`src/rtl/ysyx_22040088_ifu_if.sv`:
```
// Fetch-unit bus: instruction-memory request/response channels plus the decode-side
// handshake and the optional performance counters (see YSYX_22040088_IFU_PERF_EN).
interface ysyx_22040088_ifu_if;
  logic        imem_req_valid;
  logic        imem_req_ready;
  logic [63:0] imem_req_addr;
  logic        imem_resp_valid;
  logic [31:0] imem_resp_data;
  logic        stall;
  logic        branch;
  logic [63:0] branchpc;
  logic        id_valid;
  logic [63:0] id_pc;
  logic [31:0] id_inst;
  logic [63:0] perf_fetch_cnt;
  logic [63:0] perf_flush_cnt;

  modport master (
    output imem_req_valid, imem_req_addr,
    input  imem_req_ready, imem_resp_valid, imem_resp_data,
    input  stall, branch, branchpc,
    output id_valid, id_pc, id_inst, perf_fetch_cnt, perf_flush_cnt
  );

  modport slave (
    input  imem_req_valid, imem_req_addr,
    output imem_req_ready, imem_resp_valid, imem_resp_data,
    output stall, branch, branchpc,
    input  id_valid, id_pc, id_inst, perf_fetch_cnt, perf_flush_cnt
  );
endinterface

```
`src/rtl/ysyx_22040088_ifu.sv`:
```
// Instruction fetch unit: credit-limited in-order fetch into a small FIFO, with redirect/drain.
// Optional delivery/redirect counters are built when YSYX_22040088_IFU_PERF_EN is defined.
module ysyx_22040088_ifu #(
  parameter logic [63:0] RESET_PC   = 64'h0000_0000_8000_0000,
  parameter int unsigned FIFO_DEPTH = 2
) (
  input logic                 clk,
  input logic                 rst,
  ysyx_22040088_ifu_if.master bus
);
  localparam int unsigned AW    = $clog2(FIFO_DEPTH);
  localparam int unsigned CW    = AW + 1;
  localparam logic [CW:0] DEPTH = (CW + 1)'(FIFO_DEPTH);
  localparam logic [31:0] NOP   = 32'h0000_0013;

  typedef enum logic [1:0] {
    S_RESET = 2'd0,
    S_FETCH = 2'd1,
    S_DRAIN = 2'd2
  } state_t;

  state_t        state_r, state_nxt;
  logic [63:0]   fetch_pc_r, resp_pc_r;
  logic [CW-1:0] outstanding_r, drop_cnt_r, count_r, drop_cnt_nxt;
  logic [AW-1:0] rd_ptr_r, wr_ptr_r;
  logic [63:0]   pc_mem_r   [FIFO_DEPTH];
  logic [31:0]   inst_mem_r [FIFO_DEPTH];

  logic valid_s, credit_s, redirect_s, accept_s, push_s, pop_s, req_valid_s, clear_s;
  logic unused_s;

  assign clear_s    = rst || (state_r == S_RESET);
  assign valid_s    = |count_r;
  assign credit_s   = ({1'b0, outstanding_r} + {1'b0, count_r}) < DEPTH;
  assign redirect_s = (state_r == S_FETCH) && bus.branch && valid_s && !bus.stall;
  assign accept_s   = req_valid_s && bus.imem_req_ready;
  // A response is kept only when nothing is left to drop and no flush happens this cycle.
  assign push_s     = bus.imem_resp_valid && !(|drop_cnt_r) && !redirect_s && !clear_s;
  assign pop_s      = valid_s && !bus.stall;
  assign unused_s   = ^bus.branchpc[1:0];

  // Responses still owed to discarded requests.
  always_comb begin
    drop_cnt_nxt = drop_cnt_r;
    if (redirect_s) begin
      drop_cnt_nxt = outstanding_r - CW'(bus.imem_resp_valid);
    end else if (bus.imem_resp_valid && (|drop_cnt_r)) begin
      drop_cnt_nxt = drop_cnt_r - CW'(1'b1);
    end else begin
      drop_cnt_nxt = drop_cnt_r;
    end
  end

  // Fetch FSM next-state and request-valid decode.
  always_comb begin
    state_nxt   = state_r;
    req_valid_s = 1'b0;
    case (state_r)
      S_RESET: state_nxt = S_FETCH;
      S_FETCH: begin
        if (redirect_s) begin
          state_nxt = (|drop_cnt_nxt) ? S_DRAIN : S_FETCH;
        end else begin
          req_valid_s = credit_s && !rst;
        end
      end
      S_DRAIN: begin
        if (|drop_cnt_nxt) begin
          state_nxt = S_DRAIN;
        end else begin
          state_nxt = S_FETCH;
        end
      end
      default: state_nxt = S_RESET;
    endcase
  end

  // FSM state register.
  always_ff @(posedge clk) begin
    if (rst) begin
      state_r <= S_RESET;
    end else begin
      state_r <= state_nxt;
    end
  end

  // PC, credit and FIFO bookkeeping; the RESET state holds everything cleared.
  always_ff @(posedge clk) begin
    if (clear_s) begin
      fetch_pc_r    <= RESET_PC;
      resp_pc_r     <= RESET_PC;
      outstanding_r <= {CW{1'b0}};
      drop_cnt_r    <= {CW{1'b0}};
      count_r       <= {CW{1'b0}};
      rd_ptr_r      <= {AW{1'b0}};
      wr_ptr_r      <= {AW{1'b0}};
    end else begin
      drop_cnt_r    <= drop_cnt_nxt;
      outstanding_r <= outstanding_r + CW'(accept_s) - CW'(bus.imem_resp_valid);
      if (redirect_s) begin
        fetch_pc_r <= {bus.branchpc[63:2], 2'b00};
        resp_pc_r  <= {bus.branchpc[63:2], 2'b00};
        count_r    <= {CW{1'b0}};
        rd_ptr_r   <= {AW{1'b0}};
        wr_ptr_r   <= {AW{1'b0}};
      end else begin
        if (accept_s) fetch_pc_r <= fetch_pc_r + 64'd4;
        if (push_s) begin
          resp_pc_r <= resp_pc_r + 64'd4;
          wr_ptr_r  <= wr_ptr_r + AW'(1'b1);
        end
        if (pop_s) rd_ptr_r <= rd_ptr_r + AW'(1'b1);
        count_r <= count_r + CW'(push_s) - CW'(pop_s);
      end
    end
  end

  // FIFO storage; the PC of each kept response follows the in-order response PC.
  always_ff @(posedge clk) begin
    if (push_s) begin
      pc_mem_r[wr_ptr_r]   <= resp_pc_r;
      inst_mem_r[wr_ptr_r] <= bus.imem_resp_data;
    end
  end

  assign bus.imem_req_valid = req_valid_s;
  assign bus.imem_req_addr  = fetch_pc_r;
  assign bus.id_valid       = valid_s;
  assign bus.id_pc          = valid_s ? pc_mem_r[rd_ptr_r] : 64'h0;
  assign bus.id_inst        = valid_s ? inst_mem_r[rd_ptr_r] : NOP;

`ifdef YSYX_22040088_IFU_PERF_EN
  logic [63:0] perf_fetch_r, perf_flush_r;

  // Delivered-instruction and redirect counters, wrapping.
  always_ff @(posedge clk) begin
    if (clear_s) begin
      perf_fetch_r <= 64'h0;
      perf_flush_r <= 64'h0;
    end else begin
      perf_fetch_r <= perf_fetch_r + 64'(pop_s);
      perf_flush_r <= perf_flush_r + 64'(redirect_s);
    end
  end

  assign bus.perf_fetch_cnt = perf_fetch_r;
  assign bus.perf_flush_cnt = perf_flush_r;
`else
  assign bus.perf_fetch_cnt = 64'h0;
  assign bus.perf_flush_cnt = 64'h0;
`endif
endmodule
```
`src/flat_wrapper.sv`:
```
// flat-port wrapper written by rule: the top's interface ports become plain ports
module ysyx_22040088_ifu_flat 
#(
  parameter logic [63:0] RESET_PC   = 64'h0000_0000_8000_0000,
  parameter int unsigned FIFO_DEPTH = 2
)
  (clk, rst, bus_imem_req_valid, bus_imem_req_addr, bus_imem_req_ready, bus_imem_resp_valid, bus_imem_resp_data, bus_stall, bus_branch, bus_branchpc, bus_id_valid, bus_id_pc, bus_id_inst, bus_perf_fetch_cnt, bus_perf_flush_cnt);
  ysyx_22040088_ifu_if bus_i ();
  input logic clk;
  input logic rst;
  output wire logic [$bits(bus_i.imem_req_valid)-1:0] bus_imem_req_valid;
  output wire logic [$bits(bus_i.imem_req_addr)-1:0] bus_imem_req_addr;
  input wire logic [$bits(bus_i.imem_req_ready)-1:0] bus_imem_req_ready;
  input wire logic [$bits(bus_i.imem_resp_valid)-1:0] bus_imem_resp_valid;
  input wire logic [$bits(bus_i.imem_resp_data)-1:0] bus_imem_resp_data;
  input wire logic [$bits(bus_i.stall)-1:0] bus_stall;
  input wire logic [$bits(bus_i.branch)-1:0] bus_branch;
  input wire logic [$bits(bus_i.branchpc)-1:0] bus_branchpc;
  output wire logic [$bits(bus_i.id_valid)-1:0] bus_id_valid;
  output wire logic [$bits(bus_i.id_pc)-1:0] bus_id_pc;
  output wire logic [$bits(bus_i.id_inst)-1:0] bus_id_inst;
  output wire logic [$bits(bus_i.perf_fetch_cnt)-1:0] bus_perf_fetch_cnt;
  output wire logic [$bits(bus_i.perf_flush_cnt)-1:0] bus_perf_flush_cnt;
  assign bus_imem_req_valid = bus_i.imem_req_valid;
  assign bus_imem_req_addr = bus_i.imem_req_addr;
  assign bus_i.imem_req_ready = bus_imem_req_ready;
  assign bus_i.imem_resp_valid = bus_imem_resp_valid;
  assign bus_i.imem_resp_data = bus_imem_resp_data;
  assign bus_i.stall = bus_stall;
  assign bus_i.branch = bus_branch;
  assign bus_i.branchpc = bus_branchpc;
  assign bus_id_valid = bus_i.id_valid;
  assign bus_id_pc = bus_i.id_pc;
  assign bus_id_inst = bus_i.id_inst;
  assign bus_perf_fetch_cnt = bus_i.perf_fetch_cnt;
  assign bus_perf_flush_cnt = bus_i.perf_flush_cnt;
  ysyx_22040088_ifu #(.RESET_PC(RESET_PC), .FIFO_DEPTH(FIFO_DEPTH)) u_core (.clk(clk), .rst(rst), .bus(bus_i));
endmodule
```
`config.mk`:
```
export PLATFORM = sky130hd
export DESIGN_NAME = ysyx_22040088_ifu_flat
export DESIGN_NICKNAME = d
export VERILOG_FILES = /design/src/rtl/ysyx_22040088_ifu_if.sv /design/src/rtl/ysyx_22040088_ifu.sv /design/src/flat_wrapper.sv
export SDC_FILE = /design/constraint.sdc
export NUM_CORES = 1
export LEC_CHECK = 0
export BUFFER_PORTS_ARGS = -buffer_cell sky130_fd_sc_hd__clkbuf_2
export CELL_PAD_IN_SITES_DETAIL_PLACEMENT = 1
export CELL_PAD_IN_SITES_GLOBAL_PLACEMENT = 1
export CORE_MARGIN = 2
export CORE_UTILIZATION = 35
export CTS_BUF_LIST = sky130_fd_sc_hd__clkbuf_8
export CTS_CLUSTER_DIAMETER = 50
export DETAILED_ROUTE_END_ITERATION = 8
export PLACE_DENSITY_LB_ADDON = 0.2
export SKIP_LAST_GASP = 1
export SYNTH_ARGS = -nofsm -noshare
export SYNTH_HDL_FRONTEND = slang
export SYNTH_SLANG_ARGS = --single-unit
```
`constraint.sdc`:
```
create_clock -name clk -period 15.9 [get_ports clk]
set_input_delay 2.385 -clock clk [delete_from_list [all_inputs] [get_ports clk]]
set_output_delay 2.385 -clock clk [all_outputs]
set_load 0.01 [all_outputs]
```
Yosys cells after proc, flatten, opt, wreduce, memory -nomap -nowiden

Memories as Yosys holds them, arrays and structs flattened. A register that Yosys moved wholly into a read port is not among the register bits.
Index checks and enable logic that the tools add are counted.
W data, S select, Z words.

Memories kept: 2
Bits in registers: 138
Bits in latches: 0
Bits in read-only memories: 0
Output and inout bits: 290
Bits in writable memories: 192
Bits of input ports: 102

Memories:

| memory            | words | bits a word | rd ports | clocked after memory_dff | wr ports | line                    | source |
|---|---|---|---|---|---|---|---|
| u_core.pc_mem_r   | 2     | 64          | 1        | 1                        | 1        | ysyx_22040088_ifu.sv:26 | `logic [63:0] pc_mem_r [FIFO_DEPTH];` |
| u_core.inst_mem_r | 2     | 32          | 1        | 1                        | 1        | ysyx_22040088_ifu.sv:27 | `logic [31:0] inst_mem_r [FIFO_DEPTH];` |

Multiplexer cells: 19
Shifts and indexed selects: 0
Divide/modulo/power cells: 0
$lt $le $gt $ge: 1
Add/sub/neg operators: 11
Reductions and logical operators: 23
Equality and inequality tests: 3
Bitwise gates (word level): 0
Multiply operators: 0

Operators by type and width:

| cell                    | number |
|---|---|
| $mux W64                | 5 |
| $add A64 B3 Y64 const B | 2 |
| $mux W32                | 1 |
| $logic_and A1 B1 Y1     | 10 |
| $mux W1                 | 8 |
| $mux W2                 | 4 |
| $reduce_or A2 Y1        | 4 |
| $pmux W2 S3             | 1 |
| $sub A2 B1 Y2           | 3 |
| $logic_not A1 Y1        | 5 |
| $add A2 B1 Y2           | 2 |
| $reduce_bool A2 Y1      | 2 |
| $add A2 B2 Y3           | 1 |
| $lt A3 B2 Y1 const B    | 1 |
| $add A1 B1 Y1 const B   | 2 |
| $eq A2 B1 Y1 const B    | 1 |
| $eq A2 B2 Y1 const B    | 1 |
| $logic_not A2 Y1        | 1 |
| $ne A2 B1 Y1 const B    | 1 |
| $sub A2 B1 Y2 const B   | 1 |
| $logic_or A1 B1 Y1      | 1 |

Logic depth before layout (Yosys ltp)

Gate-level depths: netlist (run 1).

Depth after elaboration: 9
Gate-level depth with buffers: 9

Least setup slack after synthesis (run 1)

No wires, ideal clock.

Kind: input to register
Start: input rst
End: memory u_core.inst_mem_r[0][0], enable pin
Stages: 3
Required time: 15.341 ns
Arrival time: 7.369 ns
Path slack: 7.972 ns
Cells stage by stage: or2_2 -> a311oi_2 -> nor2b_1

Longest elaborated chain between the ends: 5

RTL lines:

| what                          | line                     | source |
|---|---|---|
| from (decl)                   | flat_wrapper.sv:10       | `input logic rst;` |
| $logic_or A1 B1 Y1            | ysyx_22040088_ifu.sv:32  | `assign clear_s = rst \|\| (state_r == S_RESET);` |
| $logic_not A1 Y1              | ysyx_22040088_ifu.sv:38  | `assign push_s = bus.imem_resp_valid && !(\|drop_cnt_r) && !redirect_s && !clear_s;` |
| $logic_and A1 B1 Y1           | ysyx_22040088_ifu.sv:38  |  |
| net u_core.push_s             | ysyx_22040088_ifu.sv:29  | `logic valid_s, credit_s, redirect_s, accept_s, push_s, pop_s, req_valid_s, clear_s;` |
| $mux W1                       | ysyx_22040088_ifu.sv:120 | `if (push_s) begin` |
| $mux W1 (not written as such) | ysyx_22040088_ifu.sv:122 | `inst_mem_r[wr_ptr_r] <= bus.imem_resp_data;` |
| to (decl)                     | ysyx_22040088_ifu.sv:27  |  |

The timed path passes the listed nets, and every way through them passes these cells.

Worst setup path after layout (run 1)

Start: input bus_stall
End: output bus_imem_req_valid

Longest elaborated chain between the ends: 4

RTL lines:

| what                | line                    | source |
|---|---|---|
| from (decl)         | flat_wrapper.sv:16      | `input wire logic [$bits(bus_i.stall)-1:0] bus_stall;` |
| $logic_not A1 Y1    | ysyx_22040088_ifu.sv:35 | `assign redirect_s = (state_r == S_FETCH) && bus.branch && valid_s && !bus.stall;` |
| $logic_and A1 B1 Y1 | ysyx_22040088_ifu.sv:35 |  |
| $mux W1             | ysyx_22040088_ifu.sv:61 | `if (redirect_s) begin` |
| $mux W1             | ysyx_22040088_ifu.sv:58 | `case (state_r)` |
| to (decl)           | flat_wrapper.sv:11      | `output wire logic [$bits(bus_i.imem_req_valid)-1:0] bus_imem_req_valid;` |

No other way between the ends.

==> impl_metrics.py, run 1 <==
metrics = {
    "outcome": {
        "status": "complete, no violations",
    },
    "floorplan": {
        "fp-row-count": 76,
        "die_x_um": 213.1,
        "dieArea_um2": 45420,
        "die_y_um": 213.1,
        "start_util_pct": 35.53,
        "ios": 392,
        "core_um2": 43080,
    },
    "grt": {
        "grt_pass1_wl_um": 70250,
        "grt_use_total_pct": 20.69,
        "overflow": 0,
        "grt_max_degree": 100,
        "grt_pass1_vias": 11480,
        "antenna_found_initial": 0,
    },
    "synth": {
        "synth_common_cells": "edfxtp_1, nor2_1, dfxtp_1, buf_4, a21oi_1",
        "synth_cell_types": 61,
        "synth_flop_cell": "edfxtp_1",
        "ys_seq_area_share_pct": 54.55,
        "avgSynthCellArea_um2": 10.70,
        "ys_seq_elements": 323,
        "async_flop_share_pct": 0,
        "yosysTopAreaCell": "edfxtp_1",
        "ys_warn_count": 0,
        "synth_cells": 1430,
        "syn-cell-area_um2": 15300,
        "synth-edff-count": 188,
        "netlist_top_cells_area": "edfxtp_1, dfxtp_1, buf_4",
        "synth_top_area_share_pct": 36.89,
        "synth_most_common_cell": "edfxtp_1",
    },
    "detailed_routing": {
        "drt_iter0_drc": 593,
        "wirelength_um": 48060,
        "antenna_left": 0,
        "drc_errors": 0,
        "vias": 11580,
        "wl_per_cell_um": 20.71,
        "firstDrtPassIters": 7,
        "drt-vias-per-instance": 4.987,
    },
    "sta": {
        "relSlewSlack_pct": 28.51,
        "post-route-period-util_pct": 38.05,
        "fmax_mhz": 165.3,
        "slew_violations": 0,
        "period_minus_slack_ps": 6049,
        "rsz0062_at_grt": "no",
        "fin_setup_tns_ps": 0,
        "final-setup-viol-count": 0,
        "tightest_slew_ps": 1064,
        "fin_skew_ps": 33.05,
        "hold_violations": 0,
    },
    "critical_path": {
        "critPathKind": "input pin to primary output",
        "cp_max_fo": 6,
        "timing.critical_path.from": "bus_stall",
        "critPathLaunchType": "input pin",
        "endpoint_kind": "primary output",
        "cp_cell_sequence": "clkbuf_2, o21ba_1, a21boi_4, nor4b_1, clkbuf_2",
        "slowest_delay_ps": 370,
        "worstReg2RegStart": "u_core.state_r[0]",
        "crit_slowest_cell": "nor4b_1",
        "crit_top_cell": "clkbuf_2",
        "cp.required_ps": 13520,
        "critPathArrivalTime_ps": 3660,
    },
    "power": {
        "power_density_nw_per_um2": 97.81,
        "power.leakage_nw": 6.180,
        "ir_worst_vdd_v": 0.00004747,
        "p_total_w": 0.001739,
    },
    "finish": {
        "nets": 1806,
        "area_growth_pct": 16.14,
        "final_layout_size_suffix_gt1_share_pct": 20.97,
        "final.fill_count": 4969,
        "num_antenna_cells": 0,
    },
    "clocking": {
        "tritoncts": "built",
        "clk_latency_ps": 650,
        "ctsResizeCount": 0,
        "cts_buffers": 58,
        "cts_root_buffer": "clkbuf_8",
        "htree_levels": 2,
        "hold_buffers": 0,
        "cts.path.max_buffers": 3,
        "post_cts_buffers": 0,
        "clkTransAtPathRegs_ps": 60,
        "clock-sinks": 323,
    },
    "placed_design": {
        "globalplace.congestion": 0.8830,
        "dp_hpwl_um": 34890,
        "portBuffers": 257,
    },
    "hold_path": {
        "min_from": "u_core.resp_pc_r[63]",
        "hp-class": "flop to flop",
    },
    "run": {
        "drv_cap": 0,
    },
}
-- cells by family after synthesis --
logic type	share of synthesized area [%]
mux	6.148
xor+xnor	6.696
compound gates	7.243
simple gates	15.88
flops	54.55
fa+ha+maj	0.9483
buf+inv	8.510
other cells	0.02450
-- worst max-delay path: cells and delay by family --
family / cells / cell delay [ps]
compound gates: 2 / 580
buf+inv: 2 / 320
simple gates: 1 / 370
-- power breakdown --
part           leakage, nW  switching [W]  internal [W]
Sequential            2.61     0.00000475      0.000894
Clock                0.659       0.000349      0.000390
Combinational         2.91      0.0000749     0.0000265
-- layout make-up --
type                            count  area (µm²)  area share [%]
Sequential cell                   323        8352           46.99
Multi-Input combinational cell   1026        6183           34.79
Timing Repair Buffer              264        1339           7.532
Clock buffer                       69       949.7           5.343
Tap cell                          585       732.0           4.118
Clock inverter                     34       143.9          0.8095
Inverter                           20       75.07          0.4224
-- path summary, 6_finish.rpt --
check / to / cells past startpoint / slack [ps]
max: bus_imem_req_valid / 5 / 9850
min: u_core.pc_mem_r[1][63] / 0 / 480
max reg2reg: u_core.pc_mem_r[0][46] / 6 / 11730
min reg2reg: u_core.pc_mem_r[1][63] / 0 / 480
-- layout by cell type (no fill, tap or decap), drive strengths merged, types with 4 or more instances in the layout --
| master | Yosys | final |
|---|---|---|
| edfxtp | 188 | 188 |
| mux2i | 94 | 94 |
| ha | 10 | 10 |
| and4 | 10 | 10 |
| clkbuf | 48 | 326 |
| xor2 | 60 | 60 |
| a31oi | 7 | 7 |
| nand3 | 53 | 53 |
| nor2 | 141 | 141 |
| nand4b | 4 | 4 |
| xnor2 | 57 | 57 |
| o21ai | 69 | 69 |
| and3 | 27 | 27 |
| nand2 | 71 | 71 |
| inv | 20 | 45 |
| nor4 | 28 | 28 |
| a21oi | 111 | 111 |
| conb | 1 | 132 |
| and2 | 7 | 7 |
| clkinv | 0 | 8 |
| nand4 | 57 | 57 |
| or3 | 8 | 8 |
| buf | 144 | 7 |
| dfxtp | 135 | 135 |
| nor3 | 43 | 43 |
| nor4b | 5 | 5 |
| a211oi | 5 | 5 |
-- state kept, by name, summed over array words and instances, names as in the netlist, named ones only --
name	cells
u_core.bus.imem_req_addr	62
u_core.count_r	2
u_core.drop_cnt_r	2
u_core.inst_mem_r	64
u_core.outstanding_r	2
u_core.pc_mem_r	124
u_core.rd_ptr_r	1
u_core.resp_pc_r	62
u_core.state_r	2
u_core.wr_ptr_r	1
-- metrics by stage --
step	instances	area (µm²)	hold WS, ps	util (%)	setup WS [ps]
4_1_cts	2321	17770	486.8	41.26	9831
3_5_place_dp	2218	16680	470.6	38.72	9798
5_1_grt	2321	17770	504.7	41.26	9708
3_3_place_gp	2218	16680	456.9	38.72	9860
6_report	2321	17770	484.2	41.26	9851
2_1_floorplan	1561	15800	424.7	-	7972
-- per-layer routing --
layer | global-route usage, % | up-vias | part of all wire [%]
li1 | - | 5432 | -
met1 | 29.23 | 5706 | 47
met2 | 31.74 | 360 | 45
met3 | 4.354 | 77 | 5.6
met4 | 6.318 | 0 | 2.4
met5 | 0 | - | 0
No activity file was read; power rests on OpenSTA's default activity.
==> run 2: changes to the inputs <==
--- a/config.mk
+++ b/config.mk
@@ -5,6 +5,7 @@
 export SDC_FILE = /design/constraint.sdc
 export NUM_CORES = 1
 export LEC_CHECK = 0
+export ABC_AREA = 1
 export BUFFER_PORTS_ARGS = -buffer_cell sky130_fd_sc_hd__clkbuf_2
 export CELL_PAD_IN_SITES_DETAIL_PLACEMENT = 1
 export CELL_PAD_IN_SITES_GLOBAL_PLACEMENT = 1
==> constraint.sdc (replaced) <==
create_clock -name clk -period 6.14 [get_ports clk]
set_input_delay 0.921 -clock clk [delete_from_list [all_inputs] [get_ports clk]]
set_output_delay 0.921 -clock clk [all_outputs]
set_load 0.01 [all_outputs]
==> impl_metrics.py, run 2 <==
metrics = {
    "clocking": {
        "hold_buffers": 0,
        "ctsResizeCount": 0,
        "cts_root_buffer": "clkbuf_8",
        "clock-sinks": 323,
        "post_cts_buffers": 0,
        "tritoncts": "built",
        "clkTransAtPathRegs_ps": 60,
        "cts_buffers": 61,
        "clk_latency_ps": 670,
        "htree_levels": 2,
        "cts.path.max_buffers": 3,
    },
    "synth": {
        "yosysTopAreaCell": "edfxtp_1",
        "async_flop_share_pct": 0,
        "synth_top_area_share_pct": 31.06,
        "ys_seq_area_share_pct": 45.93,
        "synth-edff-count": 188,
        "avgSynthCellArea_um2": 7.599,
        "synth_flop_cell": "edfxtp_1",
        "ys_warn_count": 0,
        "ys_seq_elements": 323,
        "synth_cell_types": 43,
        "synth_common_cells": "nand2_1, nor2_1, a21oi_1, edfxtp_1, inv_1",
        "synth_cells": 2392,
        "netlist_top_cells_area": "edfxtp_1, dfxtp_1, nand2_1",
        "syn-cell-area_um2": 18180,
        "synth_most_common_cell": "nand2_1",
    },
    "floorplan": {
        "die_x_um": 231.9,
        "core_um2": 51300,
        "ios": 392,
        "fp-row-count": 83,
        "die_y_um": 231.9,
        "start_util_pct": 35.43,
        "dieArea_um2": 53770,
    },
    "placed_design": {
        "place_ws_ps": 2344,
        "globalplace.congestion": 0.8958,
        "dp_cells": 3248,
        "portBuffers": 257,
        "dp_hpwl_um": 47870,
    },
    "detailed_routing": {
        "drc_errors": 0,
        "drt-vias-per-instance": 4.981,
        "antenna_left": 0,
        "drt_iter0_drc": 985,
        "firstDrtPassIters": 5,
        "wl_per_cell_um": 19.40,
        "wirelength_um": 65220,
        "vias": 16740,
    },
    "finish": {
        "mostFrequentLayoutCells": "nand2_1, clkbuf_2, nor2_1",
        "fin_util_pct": 40.62,
        "area_growth_pct": 14.66,
        "layout_commonest_cell": "nand2_1",
        "largest_reg_flops": 124,
        "final_layout_size_suffix_gt1_share_pct": 16.19,
        "largest_register": "u_core.pc_mem_r",
        "num_antenna_cells": 0,
        "largest_registers": "u_core.pc_mem_r x124, u_core.inst_mem_r x64",
        "final.fill_count": 6455,
        "finalNonFillerCells": 3361,
        "nets": 2744,
    },
    "sta": {
        "fmax_mhz": 268.7,
        "hold_violations": 0,
        "rsz0062_at_grt": "no",
        "relSlewSlack_pct": 26.94,
        "post-route-period-util_pct": 60.61,
        "fin_ws_ps": 2419,
        "slew_violations": 0,
        "fin_skew_ps": 29.77,
        "final-setup-viol-count": 0,
        "fin_setup_tns_ps": 0,
        "period_minus_slack_ps": 3721,
        "tightest_slew_ps": 1096,
    },
    "grt": {
        "overflow": 0,
        "grt_max_degree": 112,
        "grt_pass1_wl_um": 99280,
        "grt_use_total_pct": 23.95,
        "grt_pass1_vias": 17080,
        "antenna_found_initial": 1,
    },
    "power": {
        "power_density_nw_per_um2": 240.9,
        "ir_worst_vdd_v": 0.0001535,
        "power.leakage_nw": 8.309,
    },
    "run": {
        "drv_cap": 0,
    },
    "critical_path": {
        "critPathLaunchType": "flop",
        "critPathArrivalTime_ps": 2800,
        "cp_max_fo": 72,
        "critPathKind": "flop to primary output",
        "endpoint_kind": "primary output",
        "cp.required_ps": 5220,
    },
    "outcome": {
        "status": "complete, no violations",
    },
    "hold_path": {
        "hp-class": "input pin to flop",
    },
}
run 2: cell type report:
| type | count | area [µm²] | share of cell area, % |
|---|---|---|---|
| Clock buffer | 76 | 1046 | 5.019 |
| Clock inverter | 37 | 282.8 | 1.357 |
| Inverter | 189 | 710.7 | 3.410 |
| Multi-Input combinational cell | 1784 | 8150 | 39.11 |
| Sequential cell | 323 | 8352 | 40.07 |
| Tap cell | 680 | 850.8 | 4.082 |
| Timing Repair Buffer | 272 | 1449 | 6.952 |
run 2: final timing paths:
check                         startpoint                        to  slack [ps]  cells after the start
setup / recovery       u_core.count_r[1]        bus_imem_req_valid        2420                      6
hold / removal    bus_imem_resp_data[28]  u_core.inst_mem_r[0][28]         440                      1
setup reg to reg       u_core.count_r[1]    u_core.pc_mem_r[1][46]        2500                      6
hold reg to reg        u_core.state_r[1]         u_core.state_r[1]         500                      2
run 2: through the flow:
step / instance area [µm²] / total power [W] / hold slack [ps]
2_1_floorplan: 18670 / 0.002700 / 454.2
3_3_place_gp: 19510 / 0.002779 / 462.8
3_5_place_dp: 19510 / 0.002791 / 480.6
4_1_cts: 20840 / 0.005085 / 376.5
5_1_grt: 20840 / 0.005220 / 386.5
6_report: 20840 / 0.005020 / 442.6
run 2: per-layer routing:
metal	vias up	wire length [µm]	global-route usage, %
met3	92	3185	3.905
met2	424	30480	39.79
met5	-	13	0
li1	8088	-	-
met4	2	1810	7.091
met1	8136	29730	31.98
run 2: critical path, cell delays in order, from the launching register on:
cell and delay (ps):
dfxtp_1 390, nor2_4 530, nor2_4 70, nand2_4 700, nand2_4 140, nor2_4 150, clkbuf_2 150
run 2: kinds of logic after synthesis:
kind of cell | after synthesis | share of synthesized area [%]
and+or+nand+nor | 1192 | 27.62
AOI/OAI and AO/OA | 432 | 12.69
buffers and inverters | 416 | 12.13
DFF | 323 | 45.93
xor gates and xnor gates | 17 | 0.8192
adders and majority gates | 11 | 0.7985
other | 1 | 0.02063
run 2: power by group:
group	switching, W	internal [W]
Combinational	0.000266	0.000103
Sequential	0.0000422	0.00234
Clock	0.000984	0.00129
Total	0.00129	0.00373
==> run 3: changes to the inputs <==
--- a/config.mk
+++ b/config.mk
@@ -5,7 +5,7 @@
 export SDC_FILE = /design/constraint.sdc
 export NUM_CORES = 1
 export LEC_CHECK = 0
-export ABC_AREA = 1
+export ABC_AREA = 0
 export BUFFER_PORTS_ARGS = -buffer_cell sky130_fd_sc_hd__clkbuf_2
 export CELL_PAD_IN_SITES_DETAIL_PLACEMENT = 1
 export CELL_PAD_IN_SITES_GLOBAL_PLACEMENT = 1
==> constraint.sdc (replaced) <==
create_clock -name clk -period 3.9 [get_ports clk]
set_input_delay 0.585 -clock clk [delete_from_list [all_inputs] [get_ports clk]]
set_output_delay 0.585 -clock clk [all_outputs]
set_load 0.01 [all_outputs]
==> impl_metrics.py, run 3 (synthesis gave the netlist of run 1 again) <==
metrics = {
    "outcome": {
        "status": "complete, no violations",
    },
    "power": {
        "ir_worst_vdd_v": 0.0002109,
        "power.leakage_nw": 6.313,
        "power_density_nw_per_um2": 410.3,
        "p_total_w": 0.007432,
    },
    "finish": {
        "nets": 1822,
        "layout_commonest_cell": "clkbuf_2",
        "final.fill_count": 4924,
        "multiInputGateArea_um2": 6183,
        "num_antenna_cells": 0,
        "largest_registers": "u_core.pc_mem_r x124, u_core.inst_mem_r x64",
        "final_layout_size_suffix_gt1_share_pct": 21.94,
        "largest_reg_flops": 124,
        "regArea_um2": 8352,
        "area_growth_pct": 18.36,
        "mostFrequentLayoutCells": "clkbuf_2, edfxtp_1, nor2_1",
        "largest_register": "u_core.pc_mem_r",
    },
    "floorplan": {
        "die_x_um": 213.1,
        "start_util_pct": 35.53,
        "dieArea_um2": 45420,
        "die_y_um": 213.1,
        "core_um2": 43080,
        "fp-row-count": 76,
        "ios": 392,
    },
    "placed_design": {
        "portBuffers": 257,
        "dp_hpwl_um": 35560,
        "place_ws_ps": 731.6,
        "globalplace.congestion": 0.8919,
    },
    "sta": {
        "fmax_mhz": 312.9,
        "slew_violations": 0,
        "fin_setup_tns_ps": 0,
        "fin_skew_ps": 36.51,
        "hold_violations": 0,
        "timing.hold.ws_ps": 143.5,
        "rsz0062_at_grt": "no",
        "tightest_slew_ps": 837.0,
        "fin_ws_ps": 704.1,
        "period_minus_slack_ps": 3196,
        "post-route-period-util_pct": 81.95,
        "final-setup-viol-count": 0,
        "relSlewSlack_pct": 43.77,
    },
    "clocking": {
        "tritoncts": "built",
        "clock-sinks": 323,
        "post_cts_buffers": 0,
        "hold_buffers": 0,
        "cts_buffers": 56,
        "cts_root_buffer": "clkbuf_8",
        "ctsResizeCount": 0,
        "cts.path.max_buffers": 3,
        "clk_latency_ps": 640,
        "htree_levels": 2,
        "clkTransAtPathRegs_ps": 60,
    },
    "grt": {
        "grt_pass1_wl_um": 70290,
        "grt_use_total_pct": 20.63,
        "grt_pass1_vias": 11680,
        "antenna_found_initial": 0,
        "grt_max_degree": 95,
        "overflow": 0,
    },
    "critical_path": {
        "cp_max_fo": 10,
        "cp.required_ps": 4390,
        "worstReg2RegStart": "u_core.count_r[0]",
        "endpoint_kind": "flop",
        "critPathArrivalTime_ps": 3680,
        "timing.critical_path.from": "u_core.count_r[0]",
        "critPathKind": "flop to flop",
        "critPathLaunchType": "flop",
    },
    "detailed_routing": {
        "wirelength_um": 47810,
        "wl_per_cell_um": 20.43,
        "firstDrtPassIters": 5,
        "antenna_left": 0,
        "vias": 11680,
        "drt-vias-per-instance": 4.990,
        "drc_errors": 0,
        "drt_iter0_drc": 624,
    },
    "hold_path": {
        "min_from": "bus_imem_resp_data[25]",
        "hp-class": "input pin to flop",
    },
    "run": {
        "drv_cap": 0,
    },
}
[run 3: changes by cell type in the layout (fill, tap and decap cells not counted), sizes merged, moves of 65 or more]
cell	previous run	this run
a21oi	241	111
inv	212	37
mux2i	0	94
nand2	702	71
nand3	160	53
nor2	287	141
o21ai	134	69
[run 3: routing by layer]
metal / track usage [%] / share of wire [%] / vias up
li1: - / - / 5480
met1: 28.63 / 47 / 5782
met2: 32.05 / 45 / 343
met3: 4.515 / 5.5 / 71
met4: 6.463 / 2.3 / 0
met5: 0 / 0 / -
[run 3: layout make-up]
cell class / instances / share of cell area [%]
clock buffer: 64 / 4.863
tap: 585 / 4.041
inverter: 20 / 0.4144
multi-input combinational: 1026 / 34.13
clock inverter: 40 / 1.823
sequential: 323 / 46.10
timing repair buffer: 282 / 8.620
[run 3: metrics by stage]
step	utilization (%)	cell area, µm²	instances
2_1_floorplan	-	15810	1561
3_3_place_gp	39.24	16900	2236
3_5_place_dp	39.24	16900	2236
4_1_cts	42.05	18110	2340
5_1_grt	42.05	18110	2340
6_report	42.05	18110	2340
[run 3: worst paths after layout]
kind                            slack [ps]                      endpoint  cells past startpoint
worst max-delay path                   700  u_core.bus.imem_req_addr[56]                      9
worst min-delay path                   140      u_core.inst_mem_r[1][25]                      1
worst max register to register         700  u_core.bus.imem_req_addr[56]                      9
worst min register to register         470        u_core.pc_mem_r[0][63]                      0
[run 3: critical path: stages (launching register included)]
cell,delay [ps]
dfxtp_1,390
inv_1,80
nor2_1,130
fa_1,490
nor4b_4,490
nand2_2,270
nor4_4,710
nand4_1,210
xor2_1,180
a21oi_1,80
[run 3: power by group]
part / internal [W] / total, W / leakage [nW] / switching, W
sequential: 0.00364 / 0.00366 / 2.61 / 0.0000200
combinational: 0.000116 / 0.000423 / 3.03 / 0.000307
clock: 0.00190 / 0.00335 / 0.671 / 0.00145
total: 0.00566 / 0.00743 / 6.31 / 0.00178
